[config.mk]
export PLATFORM = sky130hd
export DESIGN_NAME = lfsr_hex_display_flat
export DESIGN_NICKNAME = d
export VERILOG_FILES = /design/src/rtl/lfsr_hex_pkg.sv /design/src/rtl/lfsr_hex_if.sv /design/src/rtl/lfsr_hex_display_btn_debounce.sv /design/src/rtl/lfsr_hex_display.sv /design/src/flat_wrapper.sv
export SDC_FILE = /design/constraint.sdc
export NUM_CORES = 1
export LEC_CHECK = 0
export ABC_AREA = 1
export BUFFER_PORTS_ARGS = -buffer_cell sky130_fd_sc_hd__buf_2
export CORE_ASPECT_RATIO = 1.5
export CORE_UTILIZATION = 34
export DETAILED_ROUTE_END_ITERATION = 10
export PLACE_DENSITY_LB_ADDON = 0.3
export SLEW_MARGIN = 20
export SYNTH_ARGS = -nofsm -noshare
export SYNTH_HDL_FRONTEND = slang
export SYNTH_SLANG_ARGS = --single-unit
[constraint.sdc]
create_clock -name clk -period 1.9 [get_ports clk]
set_input_delay 0.285 -clock clk [delete_from_list [all_inputs] [get_ports clk]]
set_output_delay 0.285 -clock clk [all_outputs]
set_load 0.02 [all_outputs]
[src/rtl/lfsr_hex_pkg.sv]
// Shared encodings and the hex-to-7-segment decoder for the LFSR hex display.
package lfsr_hex_pkg;

  typedef enum logic [1:0] {
    MODE_STEP = 2'b00,
    MODE_RUN  = 2'b01,
    MODE_LOAD = 2'b10,
    MODE_HOLD = 2'b11
  } mode_e;

  typedef enum logic [1:0] {
    DB_IDLE_LO = 2'b00,
    DB_WAIT_HI = 2'b01,
    DB_IDLE_HI = 2'b10,
    DB_WAIT_LO = 2'b11
  } db_state_e;

  // Active-low segments, bit7 = a ... bit1 = g, bit0 = dp (always off).
  function automatic logic [7:0] hex2seg(input logic [3:0] nib);
    logic [7:0] code;
    case (nib)
      4'h0:    code = 8'h03;
      4'h1:    code = 8'h9F;
      4'h2:    code = 8'h25;
      4'h3:    code = 8'h0D;
      4'h4:    code = 8'h99;
      4'h5:    code = 8'h49;
      4'h6:    code = 8'h41;
      4'h7:    code = 8'h1F;
      4'h8:    code = 8'h01;
      4'h9:    code = 8'h09;
      4'hA:    code = 8'h11;
      4'hB:    code = 8'hC1;
      4'hC:    code = 8'h63;
      4'hD:    code = 8'h85;
      4'hE:    code = 8'h61;
      4'hF:    code = 8'h71;
      default: code = 8'hFF;
    endcase
    return code;
  endfunction

endpackage

[src/rtl/lfsr_hex_if.sv]
// Board-facing signal bundle: button/mode/seed in, LEDs/segments/pulse out.
interface lfsr_hex_if #(
  parameter int WIDTH = 8,
  parameter int NDIG  = (WIDTH + 3) / 4
);
  logic                btn;
  logic [1:0]          mode;
  logic [WIDTH-1:0]    seed;
  logic [WIDTH-1:0]    ledr;
  logic [8*NDIG-1:0]   seg;
  logic                step_pulse;

  modport master (output btn, mode, seed, input ledr, seg, step_pulse);
  modport slave  (input btn, mode, seed, output ledr, seg, step_pulse);
endinterface

[src/rtl/lfsr_hex_display_btn_debounce.sv]
// Two-flop synchroniser plus a four-state debounce FSM; emits one registered
// pulse per accepted press.
module btn_debounce
  import lfsr_hex_pkg::*;
#(
  parameter logic [19:0] DEBOUNCE_CYCLES = 20'd1000000
) (
  input  logic clk,
  input  logic rst_n,
  input  logic btn_raw,
  output logic level,
  output logic rise_pulse
);

  // The IDLE_* cycle that spots the change counts as the first stable cycle.
  localparam bit          SHORT    = (DEBOUNCE_CYCLES <= 20'd1);
  localparam logic [19:0] CNT_LAST = SHORT ? 20'd0 : (DEBOUNCE_CYCLES - 20'd2);

  logic        sync1_q, sync2_q;
  logic [1:0]  vld_q;
  logic        armed_q;
  db_state_e   state_q;
  logic [19:0] cnt_q;
  logic        level_q, pulse_q;

  always_ff @(posedge clk or negedge rst_n) begin
    if (!rst_n) begin
      sync1_q <= 1'b0;
      sync2_q <= 1'b0;
      vld_q   <= 2'b00;
    end else begin
      sync1_q <= btn_raw;
      sync2_q <= sync1_q;
      vld_q   <= {vld_q[0], 1'b1};
    end
  end

  // A press only counts once a genuine low has come through the synchroniser
  // after reset, so a button held across reset cannot fire.
  always_ff @(posedge clk or negedge rst_n) begin
    if (!rst_n) begin
      armed_q <= 1'b0;
      state_q <= DB_IDLE_LO;
      cnt_q   <= 20'd0;
      level_q <= 1'b0;
      pulse_q <= 1'b0;
    end else begin
      pulse_q <= 1'b0;
      if (!armed_q && (vld_q == 2'b11) && !sync2_q) begin
        armed_q <= 1'b1;
      end
      case (state_q)
        DB_IDLE_LO: begin
          if (armed_q && sync2_q) begin
            if (SHORT) begin
              state_q <= DB_IDLE_HI;
              level_q <= 1'b1;
              pulse_q <= 1'b1;
            end else begin
              state_q <= DB_WAIT_HI;
              cnt_q   <= 20'd0;
            end
          end
        end
        DB_WAIT_HI: begin
          if (!sync2_q) begin
            state_q <= DB_IDLE_LO;
          end else if (cnt_q == CNT_LAST) begin
            state_q <= DB_IDLE_HI;
            level_q <= 1'b1;
            pulse_q <= 1'b1;
          end else begin
            cnt_q <= cnt_q + 20'd1;
          end
        end
        DB_IDLE_HI: begin
          if (!sync2_q) begin
            if (SHORT) begin
              state_q <= DB_IDLE_LO;
              level_q <= 1'b0;
            end else begin
              state_q <= DB_WAIT_LO;
              cnt_q   <= 20'd0;
            end
          end
        end
        DB_WAIT_LO: begin
          if (sync2_q) begin
            state_q <= DB_IDLE_HI;
          end else if (cnt_q == CNT_LAST) begin
            state_q <= DB_IDLE_LO;
            level_q <= 1'b0;
          end else begin
            cnt_q <= cnt_q + 20'd1;
          end
        end
        default: begin
          state_q <= DB_IDLE_LO;
          level_q <= 1'b0;
        end
      endcase
    end
  end

  assign level      = level_q;
  assign rise_pulse = pulse_q;

endmodule

[src/rtl/lfsr_hex_display.sv]
// Fibonacci LFSR stepped by a debounced button or a free-run prescaler, with
// seed load, hold, and a registered hex 7-segment readout of the state.
module lfsr_hex_display
  import lfsr_hex_pkg::*;
#(
  parameter int               WIDTH           = 8,
  parameter logic [WIDTH-1:0] TAPS            = WIDTH'(8'h1D),
  parameter int               NDIG            = (WIDTH + 3) / 4,
  parameter logic [19:0]      DEBOUNCE_CYCLES = 20'd1000000,
  parameter logic [23:0]      RUN_DIV         = 24'd5000000
) (
  input  logic       clk,
  input  logic       rst_n,
  lfsr_hex_if.slave  bus
);

  localparam int EXTW = (4 * NDIG > WIDTH) ? 4 * NDIG : WIDTH;

  logic                step_s;
  logic                db_level_s;
  logic                wrap_s;
  logic [WIDTH-1:0]    adv_s, load_s;
  logic [WIDTH-1:0]    ledr_q, ledr_d;
  logic [23:0]         presc_q, presc_d;
  logic [EXTW-1:0]     ext_s;
  logic [8*NDIG-1:0]   seg_q, seg_d;

  btn_debounce #(.DEBOUNCE_CYCLES(DEBOUNCE_CYCLES)) u_debounce (
    .clk        (clk),
    .rst_n      (rst_n),
    .btn_raw    (bus.btn),
    .level      (db_level_s),
    .rise_pulse (step_s)
  );

  assign wrap_s = (presc_q == (RUN_DIV - 24'd1));

  // Prescaler only runs in RUN; any other mode discards the partial count.
  always_comb begin
    presc_d = 24'd0;
    if (bus.mode == MODE_RUN) begin
      if (wrap_s) begin
        presc_d = 24'd0;
      end else begin
        presc_d = presc_q + 24'd1;
      end
    end else begin
      presc_d = 24'd0;
    end
  end

  // All-zero state would lock the shifter, so it escapes to 1.
  always_comb begin
    adv_s  = (ledr_q == {WIDTH{1'b0}}) ? WIDTH'(1'b1)
                                       : {^(ledr_q & TAPS), ledr_q[WIDTH-1:1]};
    load_s = (bus.seed == {WIDTH{1'b0}}) ? WIDTH'(1'b1) : bus.seed;
    ledr_d = ledr_q;
    case (bus.mode)
      MODE_STEP: if (step_s) ledr_d = adv_s;  else ledr_d = ledr_q;
      MODE_RUN:  if (wrap_s) ledr_d = adv_s;  else ledr_d = ledr_q;
      MODE_LOAD: if (step_s) ledr_d = load_s; else ledr_d = ledr_q;
      MODE_HOLD: ledr_d = ledr_q;
      default:   ledr_d = ledr_q;
    endcase
  end

  always_comb begin
    ext_s = EXTW'(ledr_q);
    seg_d = {NDIG{8'h03}};
    for (int k = 0; k < NDIG; k++) begin
      seg_d[8*k +: 8] = hex2seg(ext_s[4*k +: 4]);
    end
  end

  always_ff @(posedge clk or negedge rst_n) begin
    if (!rst_n) begin
      ledr_q  <= {WIDTH{1'b0}};
      presc_q <= 24'd0;
      seg_q   <= {NDIG{8'h03}};
    end else begin
      ledr_q  <= ledr_d;
      presc_q <= presc_d;
      seg_q   <= seg_d;
    end
  end

  assign bus.ledr       = ledr_q;
  assign bus.seg        = seg_q;
  assign bus.step_pulse = step_s;

endmodule

[src/flat_wrapper.sv]
// flat-port wrapper written by rule: the top's interface ports become plain ports
module lfsr_hex_display_flat import lfsr_hex_pkg::*;
#(
  parameter int               WIDTH           = 8,
  parameter logic [WIDTH-1:0] TAPS            = WIDTH'(8'h1D),
  parameter int               NDIG            = (WIDTH + 3) / 4,
  parameter logic [19:0]      DEBOUNCE_CYCLES = 20'd1000000,
  parameter logic [23:0]      RUN_DIV         = 24'd5000000
)
  (clk, rst_n, bus_btn, bus_mode, bus_seed, bus_ledr, bus_seg, bus_step_pulse);
  lfsr_hex_if #(.WIDTH(WIDTH), .NDIG(NDIG)) bus_i ();
  input  logic clk;
  input  logic rst_n;
  input wire logic [$bits(bus_i.btn)-1:0] bus_btn;
  input wire logic [$bits(bus_i.mode)-1:0] bus_mode;
  input wire logic [$bits(bus_i.seed)-1:0] bus_seed;
  output wire logic [$bits(bus_i.ledr)-1:0] bus_ledr;
  output wire logic [$bits(bus_i.seg)-1:0] bus_seg;
  output wire logic [$bits(bus_i.step_pulse)-1:0] bus_step_pulse;
  assign bus_i.btn = bus_btn;
  assign bus_i.mode = bus_mode;
  assign bus_i.seed = bus_seed;
  assign bus_ledr = bus_i.ledr;
  assign bus_seg = bus_i.seg;
  assign bus_step_pulse = bus_i.step_pulse;
  lfsr_hex_display #(.WIDTH(WIDTH), .TAPS(TAPS), .NDIG(NDIG), .DEBOUNCE_CYCLES(DEBOUNCE_CYCLES), .RUN_DIV(RUN_DIV)) u_core (.clk(clk), .rst_n(rst_n), .bus(bus_i));
endmodule
# Yosys cells after proc, flatten, opt, wreduce, memory -nomap -nowiden
# Memory sizes are Yosys's and may differ from the RTL's. A register that Yosys moved wholly into a read port is not among the register bits.
# Cells that the tools add are included.
dict set report word_totals {
  mem_count 2
  rom_bits 224
  input_bits 13
  regBits 76
  out_inout_bits 25
  wordCells 72
}
# name depth width read_ports rd_clocked_by_memory_dff wr line
set mem_list {}
lappend mem_list {{(no name shown)} 16 7 1 1 0 lfsr_hex_pkg.sv:21} ;# case (nib)
lappend mem_list {{(no name shown)} 16 7 1 1 0 lfsr_hex_pkg.sv:21}
dict set report classes {
  reduce_logical 15
  bitwise 1
  eq_ne 18
  n_mux 24
  n_addsub 2
}
# op count
set op_table {}
lappend op_table {{$mux W20} 5}
lappend op_table {{$pmux W20 S4} 1}
lappend op_table {{$mux W24} 2}
lappend op_table {{$mux W8} 5}
lappend op_table {{$add A24 B1 Y24 const B} 1}
lappend op_table {{$eq A24 B23 Y1 const B} 1}
lappend op_table {{$pmux W8 S3} 1}
lappend op_table {{$add A20 B1 Y20 const B} 1}
lappend op_table {{$eq A20 B20 Y1 const B} 1}
lappend op_table {{$logic_not A8 Y1} 2}
lappend op_table {{$mux W2} 6}
lappend op_table {{$ne A2 B2 Y1 const B} 6}
lappend op_table {{$reduce_and A4 Y1} 3}
lappend op_table {{$eq A2 B2 Y1 const B} 5}
lappend op_table {{$pmux W2 S4} 1}
lappend op_table {{$reduce_xor A8 Y1} 1}
lappend op_table {{$ne A3 B3 Y1 const B} 2}
lappend op_table {{$eq A2 B1 Y1 const B} 2}
lappend op_table {{$logic_not A1 Y1} 4}
lappend op_table {{$logic_not A2 Y1} 2}
lappend op_table {{$logic_and A1 B1 Y1} 3}
lappend op_table {{$mux W1} 3}
lappend op_table {{$ne A2 B1 Y1 const B} 1}
lappend op_table {{$not A1 Y1} 1}

# Logic depth before layout (Yosys ltp)
dict set report depth {
  word_depth 4
  mapped_depth 10
}

# By module
# A second synthesis with hierarchy kept.
dict set report hier_totals {
  hier_cells 635
  area_unflattened_um2 4683.2
}
# module cells_each seq_area_each_um2 area_each_um2 instances
set modules_own_cells {}
lappend modules_own_cells {lfsr_hex_display 388 1153.6 2821.5 1}
lappend modules_own_cells {btn_debounce 247 725.7 1861.8 1}

# Least setup slack after synthesis
# No wires, ideal clock.
dict set report synth_path {
  path_type {register to register}
  startpoint {register u_core.ledr_q[3] (netlist: u_core.bus.ledr[3])}
  endpoint {register u_core.ledr_q[7] (netlist: u_core.bus.ledr[7])}
  path_stages_with_launch 8
  arrival_ps 1590
  synth_period_minus_slack_ps 1707
  setup_slack_ps 193
  setup_ps 117
  cell_sequence {dfrtp_1 -> clkinv_1 -> ha_1 -> xnor2_1 -> xor2_1 -> o21ai_0 -> nand2_1 -> nand2_1}
}
dict set report synth_via {
  elab_chain_len 4
  elab_cells_between_ends 6
}
# element line
set synth_rtl {}
lappend synth_rtl {{start: declaration} lfsr_hex_display.sv:23} ;# logic [WIDTH-1:0] ledr_q, ledr_d;
lappend synth_rtl {{start signal: assignment} lfsr_hex_display.sv:77} ;# ledr_q <= {WIDTH{1'b0}};
lappend synth_rtl {{start signal: assignment} lfsr_hex_display.sv:81} ;# ledr_q <= ledr_d;
lappend synth_rtl {{$reduce_xor A8 Y1 or $logic_not A8 Y1 (tied branches)} {lfsr_hex_display.sv:55, lfsr_hex_display.sv:54}}
lappend synth_rtl {{$mux W8 *} lfsr_hex_display.sv:54} ;# adv_s = (ledr_q == {WIDTH{1'b0}}) ? WIDTH'(1'b1)
lappend synth_rtl {{$mux W8 (on tied branches)} {lfsr_hex_display.sv:60, lfsr_hex_display.sv:59}}
lappend synth_rtl {{$pmux W8 S3 *} lfsr_hex_display.sv:58} ;# case (bus.mode)
# Mark *: on every way between the ends. The rest lies on a longest branch, timed or not. The select of a mux whose other input is x is not followed.
# A chain may end at the register's enable or synchronous reset.

# Worst setup path in the final report
dict set report layout_path {
  startpoint {register u_core.presc_q[0]}
  endpoint {register u_core.ledr_q[3] (netlist: u_core.bus.ledr[3])}
}
dict set report layout_via {
  elab_chain_len 3
}
# element line
set layout_rtl {}
lappend layout_rtl {{start: declaration} lfsr_hex_display.sv:24} ;# logic [23:0] presc_q, presc_d;
lappend layout_rtl {{start signal: assignment} lfsr_hex_display.sv:82} ;# presc_q <= presc_d;
lappend layout_rtl {{$eq A24 B23 Y1} lfsr_hex_display.sv:36} ;# assign wrap_s = (presc_q == (RUN_DIV - 24'd1));
lappend layout_rtl {{$ne A2 B1 Y1 (no source line)} -}
lappend layout_rtl {{$reduce_and A4 Y1 (no source line)} -}
# No other way between the ends.

==> summary.txt <==
Die
  – Placeable Area: around 0.013 mm^2
  – Overall die area: around 0.013 mm^2
  – Die X: between 90 and 100 um
  – Standard-cell row count: 50
  – Initial Util: 0.348
  – Die Height: roughly 140 um
  – Count of boundary I/O pins: 38

Worst setup path
  – Maximum cell stage delay along the critical path: approximately 0.4 ns
  – Critical path's most frequent cell: sky130_fd_sc_hd__nand2_1
  – Kind of start point of the critical path: flip-flop
  – Data required time of the worst path: 2.18 ns
  – Cell with the biggest individual delay on the critical path: sky130_fd_sc_hd__dfrtp_1
  – Critical path fanouts, max: 9
  – CP endpoint kind: flip-flop
  – Cell breakdown of the critical path: ha_1 > nand2_1 > nor2_2 > nand3_1 > inv_2 > nand4_4 > nand2_2 > nand2_1 > nand2_1
  – Critical path class: flip-flop to flip-flop
  – Worst endpoint data arrival time: around 2.0 ns
  – Top delay family on crit path: simple AND/OR/NAND/NOR gates
  – CP Buf/Inv Count: 1

Global routing
  – Overall track demand over capacity in global routing: 0.170
  – First-pass GRT wire length: 17800 um
  – Maximum number of pins on one net before global-route repair: 75
  – Initial antenna violation count: 0
  – Global route overflow: 0
  – Via count of the first global-routing pass: a little under 4000

Clock tree
  – H-tree depth reported by CTS: 3
  – Buffer count from post-CTS setup fixing: 0
  – TritonCTS clock tree: built
  – Total of cells resized after clock tree synthesis: 0
  – Hold-fix buffers at CTS: 1
  – Master cell of the clock root buffer: sky130_fd_sc_hd__clkbuf_16
  – Maximum clock insertion buffer count: 2
  – Sink Count: between 70 and 80
  – Post-CTS clock slew at the launch and capture registers of the worst setup and hold paths: roughly 0.06 ns
  – Clock insertion delay at the later pin of the skew report: approximately 0.34 ns
  – Total CTS buffers: 9

Placed design
  – HPWL after detailed placement: around 7900 um
  – Placed instance count: just under 800
  – Number of port buffers: 35
  – Final Wtd Congestion: about 0.85
  – Total placed instance area: roughly 0.0048 mm^2

Timing
  – Count of endpoints failing setup in the final report: 0
  – Number of hold violations in the final report: 0
  – Clock Skews: around 0.0088 ns
  – Min cycle time layout: roughly 1.7 ns
  – Max Fclk: approximately 0.58 GHz
  – Final TNS setup: 0 ns
  – Number of slew-limit violations in the final report: 0
  – Period utilisation layout: 0.914
  – Unrepaired setup endpoints after global routing: false

Power and ir drop
  – Ratio of total power to cell area: around 740 mW/mm^2
  – Tot Pwr: 0.00378 W
  – Leakage power: around 2.3 nW
  – Peak supply drop: 432 uV

Layout
  – Ant. Diodes: 0
  – Final standard cell utilization of the core: 0.411
  – Synthesis-to-finish area growth: 18.0%
  – Post-Layout Cell Count: approximately 800
  – Post-layout instance area: around 0.005 mm^2
  – Fraction of final layout cells sized beyond drive strength 1: 0.151
  – Final #Nets: about 670

Detailed routing
  – First-iteration detailed-routing DRC count: ~120
  – Wirelength per Cell: about 13 um
  – Vias after detailed routing: about 3900
  – Number of DRC violations after detailed routing: 0
  – Drt via density: 4.91
  – Number of detailed-route iterations in the first pass: 4
  – Detailed Route WL: between 10000 and 15000 um
  – Antenna-violating nets left: 0

Synthesis
  – Fraction of registers with async set/reset: 1.00
  – Gate Count Post-Synth: 586
  – EDFF count, synth: 0
  – Yosys reg bits: between 70 and 80
  – Fraction of the yosys area taken by sequential cells: 0.426
  – Post-synth top flop: sky130_fd_sc_hd__dfrtp_1
  – Number of warnings reported in the yosys synthesis log: 0
  – Distinct cell type count after synthesis: 38
  – Post-Synthesis Cell Area: 0.00436 mm^2
  – Mapped Avg Cell Area: about 7.4 um^2

Job
  – # Max-Cap Violations: 0

Min path
  – Worst min path class: primary input to flip-flop

Run status
  – Result of the run: completed
final cells by class:
cell class                      count  area [um^2]
Inverter                           57          214
Multi-Input combinational cell    447         2230
Sequential cell                    74         1850
Fill cell                        1277         7370
Tap cell                          156          195
Clock inverter                      5          103
Timing Repair Buffer               48          303
Clock buffer                       11          243
cell usage after synthesis, types with 2 or more instances:
cell,number,area [um^2]
sky130_fd_sc_hd__nor3_1,9,45.0
sky130_fd_sc_hd__dfstp_2,2,52.6
sky130_fd_sc_hd__nand3_1,55,275
sky130_fd_sc_hd__dfrtp_1,72,1800
sky130_fd_sc_hd__nor3_2,2,20.0
sky130_fd_sc_hd__clkbuf_1,5,18.8
sky130_fd_sc_hd__inv_1,53,199
sky130_fd_sc_hd__o211ai_1,2,15.0
sky130_fd_sc_hd__nand2_2,10,62.6
sky130_fd_sc_hd__nor2_1,100,375
sky130_fd_sc_hd__nand4_1,7,43.8
sky130_fd_sc_hd__and2_1,2,12.5
sky130_fd_sc_hd__o22ai_1,4,25.0
sky130_fd_sc_hd__a21oi_1,10,50.1
sky130_fd_sc_hd__buf_6,3,33.8
sky130_fd_sc_hd__o21ai_0,18,90.1
sky130_fd_sc_hd__o21ai_2,5,43.8
sky130_fd_sc_hd__buf_4,2,15.0
sky130_fd_sc_hd__or2_2,4,25.0
sky130_fd_sc_hd__xor2_1,16,140
sky130_fd_sc_hd__o21ai_1,7,35.0
sky130_fd_sc_hd__xnor2_1,5,43.8
sky130_fd_sc_hd__nand2_1,158,593
sky130_fd_sc_hd__ha_1,15,188
sky130_fd_sc_hd__nor2_2,4,25.0
sky130_fd_sc_hd__nor3b_1,2,15.0
sky130_fd_sc_hd__inv_2,3,11.3
cells by family (layout without fill, tap and decap cells):
kind of cell               Yosys count  in the layout  share of synthesized area
AOI/OAI and AO/OA                   50             50                     0.0666
xor gates and xnor gates            21             21                     0.0422
adders and majority gates           15             15                     0.0431
buffers and inverters               67            121                     0.0646
DFF                                 74             74                      0.426
other                                1              3                   0.000861
and+or+nand+nor                    358            358                      0.357
worst paths after layout:
check	startpoint	cells past startpoint	slack [ns]	endpoint
setup reg to reg	u_core.presc_q[0]	9	0.16	u_core.bus.ledr[3]
max in group asynchronous	rst_n	3	1.05	u_core.bus.seg[1]
min in group asynchronous	rst_n	3	0.50	u_core.presc_q[7]
hold reg to reg	u_core.u_debounce.sync1_q	0	0.35	u_core.u_debounce.sync2_q
setup / recovery	u_core.presc_q[0]	9	0.16	u_core.bus.ledr[3]
hold / removal	bus_btn	1	0.06	u_core.u_debounce.sync1_q
worst register-to-register path, delay by kind of cell, from the launching register on:
kind | cells | cell delay [ns]
buffers and inverters | 1 | 0.10
and+or+nand+nor | 7 | 0.96
DFF | 1 | 0.41
adders and majority gates | 1 | 0.22
where the power goes:
group	internal [W]	switching (W)	leakage [nW]	total [W]
sequential	0.00160	0.0000295	1.01	0.00163
clock	0.00132	0.000654	0.166	0.00197
combinational	0.0000594	0.000123	1.17	0.000183
total	0.00297	0.000807	2.34	0.00378
layer usage:
layer / track usage / vias up / share of wire
met1: 0.188 / 1859 / 0.42
met4: 0.0769 / 0 / 0.033
li1: - / 1969 / -
met3: 0.0410 / 24 / 0.023
met5: 0 / - / 0
met2: 0.302 / 63 / 0.53
state kept, by name, indices dropped and copies added (netlist names), named ones only:
register                      cells
u_core.u_debounce.sync1_q         1
u_core.u_debounce.sync2_q         1
u_core.u_debounce.vld_q           2
u_core.u_debounce.armed_q         1
u_core.bus.ledr                   8
u_core.presc_q                   24
u_core.u_debounce.state_q         1
u_core.bus.seg                   14
u_core.u_debounce.rise_pulse      1
u_core.u_debounce.cnt_q          20
cell usage in the layout (no fill, tap or decap), drive strengths merged, types with 2 or more instances in the layout:
cell | Yosys | routed
xor2 | 16 | 16
nor3b | 2 | 2
clkbuf | 5 | 11
nand4 | 8 | 8
nand2 | 169 | 169
clkinv | 1 | 2
ha | 15 | 15
or2 | 4 | 4
xnor2 | 5 | 5
o22ai | 4 | 4
nor3 | 11 | 11
conb | 1 | 3
nor2 | 105 | 105
and2 | 2 | 2
a21oi | 10 | 10
o21ai | 30 | 30
dfstp | 2 | 2
buf | 5 | 47
nand3 | 56 | 56
bufinv | 0 | 3
inv | 56 | 56
o211ai | 2 | 2
dfrtp | 72 | 72
stage by stage:
stage	hold WS, ns	setup slack (ns)
floorplan	-0.0106	0.193
global placement	0.335	0.243
detailed placement	0.336	0.181
CTS	0.0541	0.153
global route	0.0455	0.00748
finish	0.0603	0.164
Note: power is estimated with default switching activity, not from simulation.
